===== src/rtl/multicycle_control.sv =====
// Multicycle processor main control unit.
// Moore-style FSM with a wait counter that stretches every memory-access
// state (FETCH, MEM_READ, MEM_WRITE) to MEM_WAIT+1 cycles. The opcode is
// captured in DECODE so later changes on instr_op cannot alter the path.
module multicycle_control #(
    parameter int MEM_WAIT = 0
) (
    input  logic       clk,
    input  logic       rst,
    input  logic [5:0] instr_op,
    output logic       pc_write,
    output logic       pc_write_cond,
    output logic       i_or_d,
    output logic       mem_read,
    output logic       mem_write,
    output logic       ir_write,
    output logic       mem_to_reg,
    output logic       reg_dst,
    output logic       reg_write,
    output logic       alu_src_a,
    output logic [1:0] alu_src_b,
    output logic [1:0] alu_op,
    output logic [1:0] pc_source,
    output logic [3:0] state,
    output logic       illegal
);

    typedef enum logic [3:0] {
        S_FETCH     = 4'd0,
        S_DECODE    = 4'd1,
        S_MEM_ADDR  = 4'd2,
        S_MEM_READ  = 4'd3,
        S_MEM_WB    = 4'd4,
        S_MEM_WRITE = 4'd5,
        S_EXECUTE   = 4'd6,
        S_R_WB      = 4'd7,
        S_BRANCH    = 4'd8,
        S_JUMP      = 4'd9,
        S_ADDI_EX   = 4'd10,
        S_ADDI_WB   = 4'd11
    } state_t;

    localparam logic [5:0] OP_RTYPE = 6'b000000;
    localparam logic [5:0] OP_LW    = 6'b100011;
    localparam logic [5:0] OP_SW    = 6'b101011;
    localparam logic [5:0] OP_BEQ   = 6'b000100;
    localparam logic [5:0] OP_J     = 6'b000010;
    localparam logic [5:0] OP_ADDI  = 6'b001000;

    // Counter value on the final cycle of a memory state.
    localparam logic [3:0] WAIT_LAST = 4'(MEM_WAIT);

    state_t     state_reg;
    state_t     state_next;
    logic [3:0] wait_cnt_reg;
    logic [3:0] wait_cnt_next;
    logic [5:0] op_reg;
    logic [5:0] op_next;
    logic       wait_done;
    logic       mem_state;
    logic       op_legal;

    assign wait_done = (wait_cnt_reg == WAIT_LAST);
    assign mem_state = (state_reg == S_FETCH) || (state_reg == S_MEM_READ) ||
                       (state_reg == S_MEM_WRITE);
    assign op_legal  = (instr_op == OP_RTYPE) || (instr_op == OP_LW) ||
                       (instr_op == OP_SW) || (instr_op == OP_BEQ) ||
                       (instr_op == OP_J) || (instr_op == OP_ADDI);
    assign state     = state_reg;

    // State, wait counter and latched opcode registers.
    always_ff @(posedge clk) begin
        if (rst) begin
            state_reg    <= S_FETCH;
            wait_cnt_reg <= 4'd0;
            op_reg       <= 6'b000000;
        end else begin
            state_reg    <= state_next;
            wait_cnt_reg <= wait_cnt_next;
            op_reg       <= op_next;
        end
    end

    // Next-state selection, wait counting and opcode capture.
    always_comb begin
        state_next    = state_reg;
        op_next       = op_reg;
        // The counter restarts at 0 whenever a state is entered; it only
        // advances while a memory state is still waiting.
        wait_cnt_next = (mem_state && !wait_done) ? wait_cnt_reg + 4'd1 : 4'd0;
        case (state_reg)
            S_FETCH: begin
                if (wait_done) state_next = S_DECODE;
            end
            S_DECODE: begin
                op_next = instr_op;
                case (instr_op)
                    OP_RTYPE:     state_next = S_EXECUTE;
                    OP_LW, OP_SW: state_next = S_MEM_ADDR;
                    OP_BEQ:       state_next = S_BRANCH;
                    OP_J:         state_next = S_JUMP;
                    OP_ADDI:      state_next = S_ADDI_EX;
                    default:      state_next = S_FETCH;
                endcase
            end
            S_MEM_ADDR:  state_next = (op_reg == OP_LW) ? S_MEM_READ : S_MEM_WRITE;
            S_MEM_READ: begin
                if (wait_done) state_next = S_MEM_WB;
            end
            S_MEM_WB:    state_next = S_FETCH;
            S_MEM_WRITE: begin
                if (wait_done) state_next = S_FETCH;
            end
            S_EXECUTE:   state_next = S_R_WB;
            S_R_WB:      state_next = S_FETCH;
            S_BRANCH:    state_next = S_FETCH;
            S_JUMP:      state_next = S_FETCH;
            S_ADDI_EX:   state_next = S_ADDI_WB;
            S_ADDI_WB:   state_next = S_FETCH;
            default:     state_next = S_FETCH;
        endcase
    end

    // Control outputs decoded from state and wait counter; reset masks all
    // enables and parks the selects on their FETCH values.
    always_comb begin
        pc_write      = 1'b0;
        pc_write_cond = 1'b0;
        i_or_d        = 1'b0;
        mem_read      = 1'b0;
        mem_write     = 1'b0;
        ir_write      = 1'b0;
        mem_to_reg    = 1'b0;
        reg_dst       = 1'b0;
        reg_write     = 1'b0;
        alu_src_a     = 1'b0;
        alu_src_b     = 2'b00;
        alu_op        = 2'b00;
        pc_source     = 2'b00;
        illegal       = 1'b0;
        case (state_reg)
            S_FETCH: begin
                mem_read  = 1'b1;
                alu_src_b = 2'b01;
                // PC and IR update once, when the memory data is ready.
                ir_write  = wait_done;
                pc_write  = wait_done;
            end
            S_DECODE: begin
                alu_src_b = 2'b11;
                illegal   = !op_legal;
            end
            S_MEM_ADDR: begin
                alu_src_a = 1'b1;
                alu_src_b = 2'b10;
            end
            S_MEM_READ: begin
                mem_read = 1'b1;
                i_or_d   = 1'b1;
            end
            S_MEM_WB: begin
                reg_write  = 1'b1;
                mem_to_reg = 1'b1;
            end
            S_MEM_WRITE: begin
                mem_write = 1'b1;
                i_or_d    = 1'b1;
            end
            S_EXECUTE: begin
                alu_src_a = 1'b1;
                alu_op    = 2'b10;
            end
            S_R_WB: begin
                reg_write = 1'b1;
                reg_dst   = 1'b1;
            end
            S_BRANCH: begin
                alu_src_a     = 1'b1;
                alu_op        = 2'b01;
                pc_write_cond = 1'b1;
                pc_source     = 2'b01;
            end
            S_JUMP: begin
                pc_write  = 1'b1;
                pc_source = 2'b10;
            end
            S_ADDI_EX: begin
                alu_src_a = 1'b1;
                alu_src_b = 2'b10;
            end
            S_ADDI_WB: begin
                reg_write = 1'b1;
            end
            default: begin
            end
        endcase
        if (rst) begin
            pc_write      = 1'b0;
            pc_write_cond = 1'b0;
            ir_write      = 1'b0;
            mem_read      = 1'b0;
            mem_write     = 1'b0;
            reg_write     = 1'b0;
            illegal       = 1'b0;
            i_or_d        = 1'b0;
            mem_to_reg    = 1'b0;
            reg_dst       = 1'b0;
            alu_src_a     = 1'b0;
            alu_src_b     = 2'b01;
            alu_op        = 2'b00;
            pc_source     = 2'b00;
        end
    end

endmodule

===== config.mk =====
export PLATFORM = sky130hd
export DESIGN_NAME = multicycle_control
export DESIGN_NICKNAME = d
export VERILOG_FILES = /design/src/rtl/multicycle_control.sv
export SDC_FILE = /design/constraint.sdc
export NUM_CORES = 1
export LEC_CHECK = 0
export ABC_CLOCK_PERIOD_IN_PS = 2700
export CORE_MARGIN = 2
export CORE_UTILIZATION = 50
export DETAILED_ROUTE_END_ITERATION = 16
export HOLD_SLACK_MARGIN = 0.08
export PLACE_DENSITY = 0.95
export SYNTH_ARGS = -nofsm -noshare
export SYNTH_HDL_FRONTEND = slang
export SYNTH_SLANG_ARGS = --single-unit

===== constraint.sdc =====
create_clock -name clk -period 2.7 [get_ports clk]
set_clock_uncertainty 0.1 [all_clocks]
set_input_delay 0.54 -clock clk [delete_from_list [all_inputs] [get_ports clk]]
set_output_delay 0.54 -clock clk [all_outputs]
set_load 0.005 [all_outputs]

Word level (Yosys, flattened, before mapping)
Index checks and enable logic that the tools add are counted.
{"block": "totals", "register_bits": 14, "in_bits": 8, "elab_cells": 80, "output_inout_bits": 21}
{"block": "op_classes", "n_bitwise": 1, "n_mux": 34, "eq_ne": 20, "n_addsub": 1, "n_reduce_logical": 21}
{"operator": "4-bit one-hot mux with 7 select lines", "n": 1}
{"operator": "1-bit two-way mux", "n": 21}
{"operator": "4-bit one-hot mux with 5 select lines", "n": 1}
{"operator": "6-bit == test (second input constant)", "n": 3}
{"operator": "4-bit by 3-bit == test with 1-bit output (second input constant)", "n": 4}
{"operator": "4-bit == test (second input constant)", "n": 4}
{"operator": "4-bit two-way mux", "n": 3}
{"operator": "2-bit OR reduction", "n": 5}
{"operator": "4-bit by 2-bit == test with 1-bit output (second input constant)", "n": 2}
{"operator": "4-bit zero test", "n": 2}
{"operator": "2-bit one-hot mux with 2 select lines", "n": 2}
{"operator": "1-bit logical OR", "n": 7}
{"operator": "6-bit by 2-bit == test with 1-bit output (second input constant)", "n": 1}
{"operator": "6-bit by 3-bit == test with 1-bit output (second input constant)", "n": 1}
{"operator": "6-bit by 4-bit == test with 1-bit output (second input constant)", "n": 1}
{"operator": "6-bit zero test", "n": 1}
{"operator": "2-bit two-way mux", "n": 3}
{"operator": "2-bit inequality test (second input constant)", "n": 3}
{"operator": "2-bit one-hot mux with 3 select lines", "n": 1}
{"operator": "4-bit by 1-bit adder with 4-bit output (second input constant)", "n": 1}
{"operator": "4-bit by 1-bit == test with 1-bit output (second input constant)", "n": 1}
{"operator": "4-bit OR reduction", "n": 1}
{"operator": "3-bit two-way mux", "n": 1}
{"operator": "3-bit AND reduction", "n": 1}
{"operator": "5 further kinds", "n": 6}

Logic depth before layout (Yosys ltp)
Gate-level depths: netlist (run 1).
{"block": "logic_depth", "ltp_word": 9, "mapped_depth": 6, "depth_no_buf": 6}

Worst setup path after synthesis (run 1)
Ideal clock, no wire load.
{"block": "synth_path", "kind": "input -> output", "start": "input rst", "end": "output pc_write", "cell_stages": 3, "arrival_ns": 1.354, "path_slack_ns": 0.706, "path_buffers": 0, "t_required_ns": 2.060, "path_cell_list": "or4_1 nor3_1 or2_1"}
{"block": "synth_between", "elab_chain_len": 1}
{"item": "start, declared", "line": "9", "rtl": "input logic rst,"}
{"item": "1-bit two-way mux", "line": "197", "rtl": "if (rst) begin"}
{"item": "end, declared", "line": "11", "rtl": "output logic pc_write,"}
Every way passes these cells.

Worst setup path in the final report (run 1)
{"block": "layout_path", "start": "input rst", "end": "output mem_write"}
{"block": "layout_between", "elab_chain_len": 1}
{"item": "1-bit two-way mux", "line": "197"}
{"item": "end, declared", "line": "15", "rtl": "output logic mem_write,"}
Every way passes these cells.

==> flow_summary.toml, run 1 <==
[outcome]
status = "completed"

[worst_setup_path]
crit_chain = "clkdlybuf4s50_1, buf_4, nor4_2, clkdlybuf4s50_1"
worstPathArrival_ps = 2050
cpMaxStageDelayCell = "clkdlybuf4s50_1"
critPathKind = "primary input to primary output"
cp-start-kind = "primary input"
cp_top_family = "buffers and inverters"
critical_path.max_stage_delay_ps = 560
crit_path_end_kind = "primary output"
required_ps = 2060
path_common_cell = "clkdlybuf4s50_1"
cp_num_buf_inv = 3
crit_fanout = 21
startpoint = "rst"
r2r_start = "state[1]"

[synthesis]
synth_edf_count = 0
yosysSeqAreaShare = 0.2797
synth_seq_cells = 14
yosysTopAreaCellShare = 0.2797
async_reset_ff_frac = 0
synth_ff_type = "dfxtp_1"
netlist_area_um2 = 1002
syn-instance-count = 128
syn_nets = 138
yosysWarnings = 0
synth_cell_types = 46
avgSynthCellArea_um2 = 7.830
netlist_top_cells_area = "dfxtp_1 (28%), nand2_1 (7.9%), nor2_1 (4.9%), clkbuf_8 (4.1%), a21oi_1 (4.0%)"
yosysTopAreaCell = "dfxtp_1"

[cts]
cts.reportedPaths.clkPinSlew_ps = 70
cts_root_buf = "clkbuf_4"
h-tree-depth = 1
clkLatencyLatePin_ps = 280
cts_max_path_buffers = 2
cts_sinks = 14
cts_tree = "built"
cts_inserted_buffers = 3

[grt]
grt_pass1_vias = 1046
grt_max_degree = 22
grt.overflow.total = 0
grt_pass1_wl_um = 4485
track_usage = 0.2440
antenna_found_initial = 0

[routing]
ant_nets = 0
drtIter0Drc = 35
wl_um = 2941
vias = 1085
drc = 0
dr.max_layer_used = "met4"
drt-vias-per-instance = 5.564
wl_met3_um = 153
met2_length_um = 1570
wl_per_cell_um = 15.08
dr.pass1.iters = 4
drt-met1-wl_um = 1151

[finish]
final_nets = 179
area_growth_pct = 46.07
num_antenna_cells = 0
largest_register_ffs = 6
drive_gt1_frac = 0.2321
final_util = 0.7617
finalInstanceArea_um2 = 1464
fillers = 127

[floorplanning]
design.core.area_um2 = 1922
dieArea_um2 = 2379
rows = 16
die_w_um = 48.77
io_pins = 29
chipHeight_um = 48.77
start_util = 0.5215

[power]
powerDensity_nw_per_um2 = 324.2
leakagePower_nw = 0.6351
irDropWorstVdd_mv = 0.5033

[min_path]
hp-class = "flop to flop"
hold_start = "op_reg[5]"

[sta]
worst_pin_slew_ps = 407.9
fin_crit_sh = 0.9961
max_slew_margin = 0.7255
finalCriticalPeriod_ps = 2690
slew_viol_final = 0
final-hold-violation-count = 0
max_freq_mhz = 371.8
finalSetupViolCount = 0
rsz0062_at_grt = "yes"

[placed_design]
dp_hpwl_um = 2242
io_buffers = 28
gp_congestion = 0.8388
placed_cell_area_um2 = 1360

[run]
maxCapViolCount = 0
## cells in the final DEF, fill, tap and decap left out, types with 2 or more instances in the layout
cell type / instances
inv_1: 6
nand2b_1: 4
xor2_1: 4
buf_4: 16
clkbuf_4: 3
clkdlybuf4s50_1: 18
nor4_2: 2
nand2_1: 21
nor4_1: 2
nand3_1: 2
ha_1: 2
dfxtp_1: 12
or2_1: 2
nor2_1: 12
o21ai_0: 2
nor3_1: 5
dlymetal6s2s_1: 6
dlygate4sd2_1: 4
a21oi_1: 8
nor3_2: 2
## where the power goes
| part | internal [W] | switching (W) | leakage, nW |
|---|---|---|---|
| Combinational | 0.0000534 | 0.0000531 | 0.499 |
| Sequential | 0.000214 | 0.00000890 | 0.115 |
| Clock | 0.0000820 | 0.0000633 | 0.0210 |
| Total | 0.000349 | 0.000125 | 0.635 |
## final cells by class
class                           instances  area [um^2]  area share
Sequential cell                        14        285.3      0.1949
Multi-Input combinational cell        100        675.6      0.4615
Timing Repair Buffer                   44        410.4      0.2803
Inverter                                6        22.52     0.01538
Clock buffer                            4        36.28     0.02479
Tap cell                               27        33.78     0.02308
## metal layers
metal | vias up | global-route usage
li1 | 529 | -
met1 | 502 | 0.2553
met4 | 0 | 0.08095
met2 | 46 | 0.4772
met5 | - | 0
met3 | 8 | 0.04908
## worst paths after layout
path / to / slack, ps / cells after the start
worst max-delay path: mem_write / 10 / 4
worst min-delay path: op_reg[5] / 360 / 2
worst max register to register: state[1] / 820 / 6
worst min register to register: op_reg[5] / 360 / 2
## Yosys cell counts, types with 2 or more instances
cell,n
a21oi_1,8
buf_4,2
clkbuf_8,3
dfxtp_1,14
ha_1,2
inv_1,6
nand2_1,21
nand2b_1,4
nand3_1,3
nor2_1,13
nor3_1,7
nor4_1,5
o21ai_0,2
or2_1,2
or4_1,2
xor2_1,4
## worst min-delay path, stage by stage (launching register included)
cell     delay, ps
dfxtp_1        310
nand2_1         50
a21oi_1         50
## repair_timing
action,in CTS,in global routing
cloned,0,0
pin swaps,1,0
setup endpoints to repair,8,10
hold buffers,0,0
buffers inserted,0,0
gates resized for setup,12,12
## kinds of logic (layout without fill, tap and decap cells)
kind of cell	count (synthesis)	count (layout)	share of synthesized area
buf+inv	14	54	0.09861
mux	1	1	0.009988
compound gates	24	24	0.1885
flops	14	14	0.2797
simple gates	67	67	0.3446
xor+xnor	5	5	0.04369
fa+ha+maj	3	3	0.03495
## through the flow
stage / setup TNS [ps] / worst slack (ps) / hold slack, ps / total power, W / std cells
2_1_floorplan: 0 / 705.8 / 329.7 / 0.0002769 / 128
3_3_place_gp: -241.3 / -130.7 / 342.6 / 0.0003241 / 191
3_5_place_dp: -442.0 / -180.8 / 352.4 / 0.0003295 / 191
4_1_cts: 0 / 0.1119 / 363.3 / 0.0004764 / 195
5_1_grt: -41.39 / -22.40 / 381.9 / 0.0004978 / 195
6_report: 0 / 10.49 / 362.3 / 0.0004746 / 195
(Power assumes the default switching activity.)
==> run 2, diff against run 1 <==
Settings changed: SKIP_LAST_GASP set to 1.
==> run 2 against run 1 <==
Net effect:
- combinational power about the same
- cell count stayed put
- critical endpoint unchanged
- maximum frequency rose by 0.16%
==> flow_summary.toml, run 2 (same netlist as run 1, synthesis figures left out) <==
[routing]
ant_nets = 0
dr.pass1.iters = 4
wl_per_cell_um = 15.01
vias = 1082
drc = 0
drtIter0Drc = 36
drt-vias-per-instance = 5.549
wl_um = 2926

[worst_setup_path]
crit_path_end_kind = "primary output"
worstReg2RegEnd = "state[1]"
critPathKind = "primary input to primary output"
worstPathArrival_ps = 2050
crit_fanout = 21
required_ps = 2060
cp-start-kind = "primary input"
regToRegSetupSlack_ps = 790
ff2ff_path_depth = 6
r2r_start = "state[1]"

[finish]
largest_register_ffs = 6
layout_commonest_cell = "nand2_1"
fillers = 133
final_util = 0.7559
num_antenna_cells = 0
drive_gt1_frac = 0.2262
layout_common_cells = "nand2_1 (21), clkdlybuf4s50_1 (20), buf_4 (16)"
area_growth_pct = 44.94
stdcell_count = 195
final_nets = 179

[power]
leakagePower_nw = 0.6148
irDropWorstVdd_mv = 0.5032
powerDensity_nw_per_um2 = 326.5
power_w = 0.0004743

[grt]
antenna_found_initial = 0
grt_max_degree = 22
grt_pass1_wl_um = 4485
grt_pass1_vias = 1046
track_usage = 0.2440
grt.overflow.total = 0

[sta]
finalCriticalPeriod_ps = 2685
worst_pin_slew_ps = 402.6
max_slew_margin = 0.7291
finalSetupViolCount = 0
holdWs_ps = 363.1
rsz0062_at_grt = "yes"
slew_viol_final = 0
max_freq_mhz = 372.4
final.setup.worst_slack_ps = 14.71
fin_crit_sh = 0.9946
final-hold-violation-count = 0

[floorplanning]
io_pins = 29
start_util = 0.5215
design.core.area_um2 = 1922
die_w_um = 48.77
chipHeight_um = 48.77
dieArea_um2 = 2379
rows = 16

[placed_design]
gp_congestion = 0.8388
place_inst = 191
io_buffers = 28
pre_cts_slack_ps = -180.8
dp_hpwl_um = 2242

[cts]
h-tree-depth = 1
cts_max_path_buffers = 2
cts_root_buf = "clkbuf_4"
cts_tree = "built"
cts_inserted_buffers = 3
hold_buffers = 0
cts_sinks = 14
cts_setup_buffers = 0
clkLatencyLatePin_ps = 280
cts.reportedPaths.clkPinSlew_ps = 70

[min_path]
holdPathEnd = "op_reg[5]"
hold_depth = 2
hold_start = "op_reg[5]"
hp-class = "flop to flop"

[run]
maxCapViolCount = 0

[outcome]
status = "completed"
==> run 2: cell count changes in the layout (fill, tap and decap cells not counted), sizes merged <==
cell and change:
dlymetal6s2s -2, clkdlybuf4s50 +2
==> run 2: critical path, stage by stage <==
cell and delay [ps]:
clkdlybuf4s50_1 430, buf_4 220, nor4_2 290, clkdlybuf4s50_1 560
==> run 2: area by class of cell <==
type,count,area (um^2),share of cell area
sequential,14,282.8,0.1947
timing repair buffer,44,405.4,0.2791
clock buffer,4,36.28,0.02498
tap,27,33.78,0.02326
multi-input combinational,100,671.9,0.4625
inverter,6,22.52,0.01550
==> run 2: how the worst max path moves through the flow <==
stage / cells after the start / from / endpoint
floorplan: 3 / rst / pc_write
global route: 6 / instr_op[2] / illegal
finish: 4 / rst / mem_write
global placement: 5 / rst / pc_write
detailed placement: 5 / rst / pc_write
CTS: 4 / rst / ir_write
==> run 2: timing repair <==
action / CTS / global route
gates resized for setup: 12 / 8
pin swaps: 1 / 0
setup endpoints to repair: 8 / 10
==> run 2: where the power goes <==
part	leakage [nW]	switching, W	internal, W
clock network	0.0210	0.0000639	0.0000820
logic	0.479	0.0000527	0.0000527
registers	0.115	0.00000888	0.000214
==> run 2: per-layer routing <==
| metal | GRT usage | routed length [um] | share of wire |
|---|---|---|---|
| met4 | 0.08095 | 89 | 0.030 |
| met5 | 0 | 0 | 0 |
| met2 | 0.4772 | 1554 | 0.53 |
| met1 | 0.2553 | 1134 | 0.39 |
| met3 | 0.04908 | 147 | 0.050 |
==> run 2: through the flow <==
| step | area [um^2] | TNS [ps] |
|---|---|---|
| final | 1453 | 0 |
| after detailed placement | 1360 | -442.0 |
| after CTS | 1421 | 0 |
| after global placement | 1360 | -241.3 |
| after floorplan | 1002 | 0 |
| after global routing | 1453 | -119.9 |
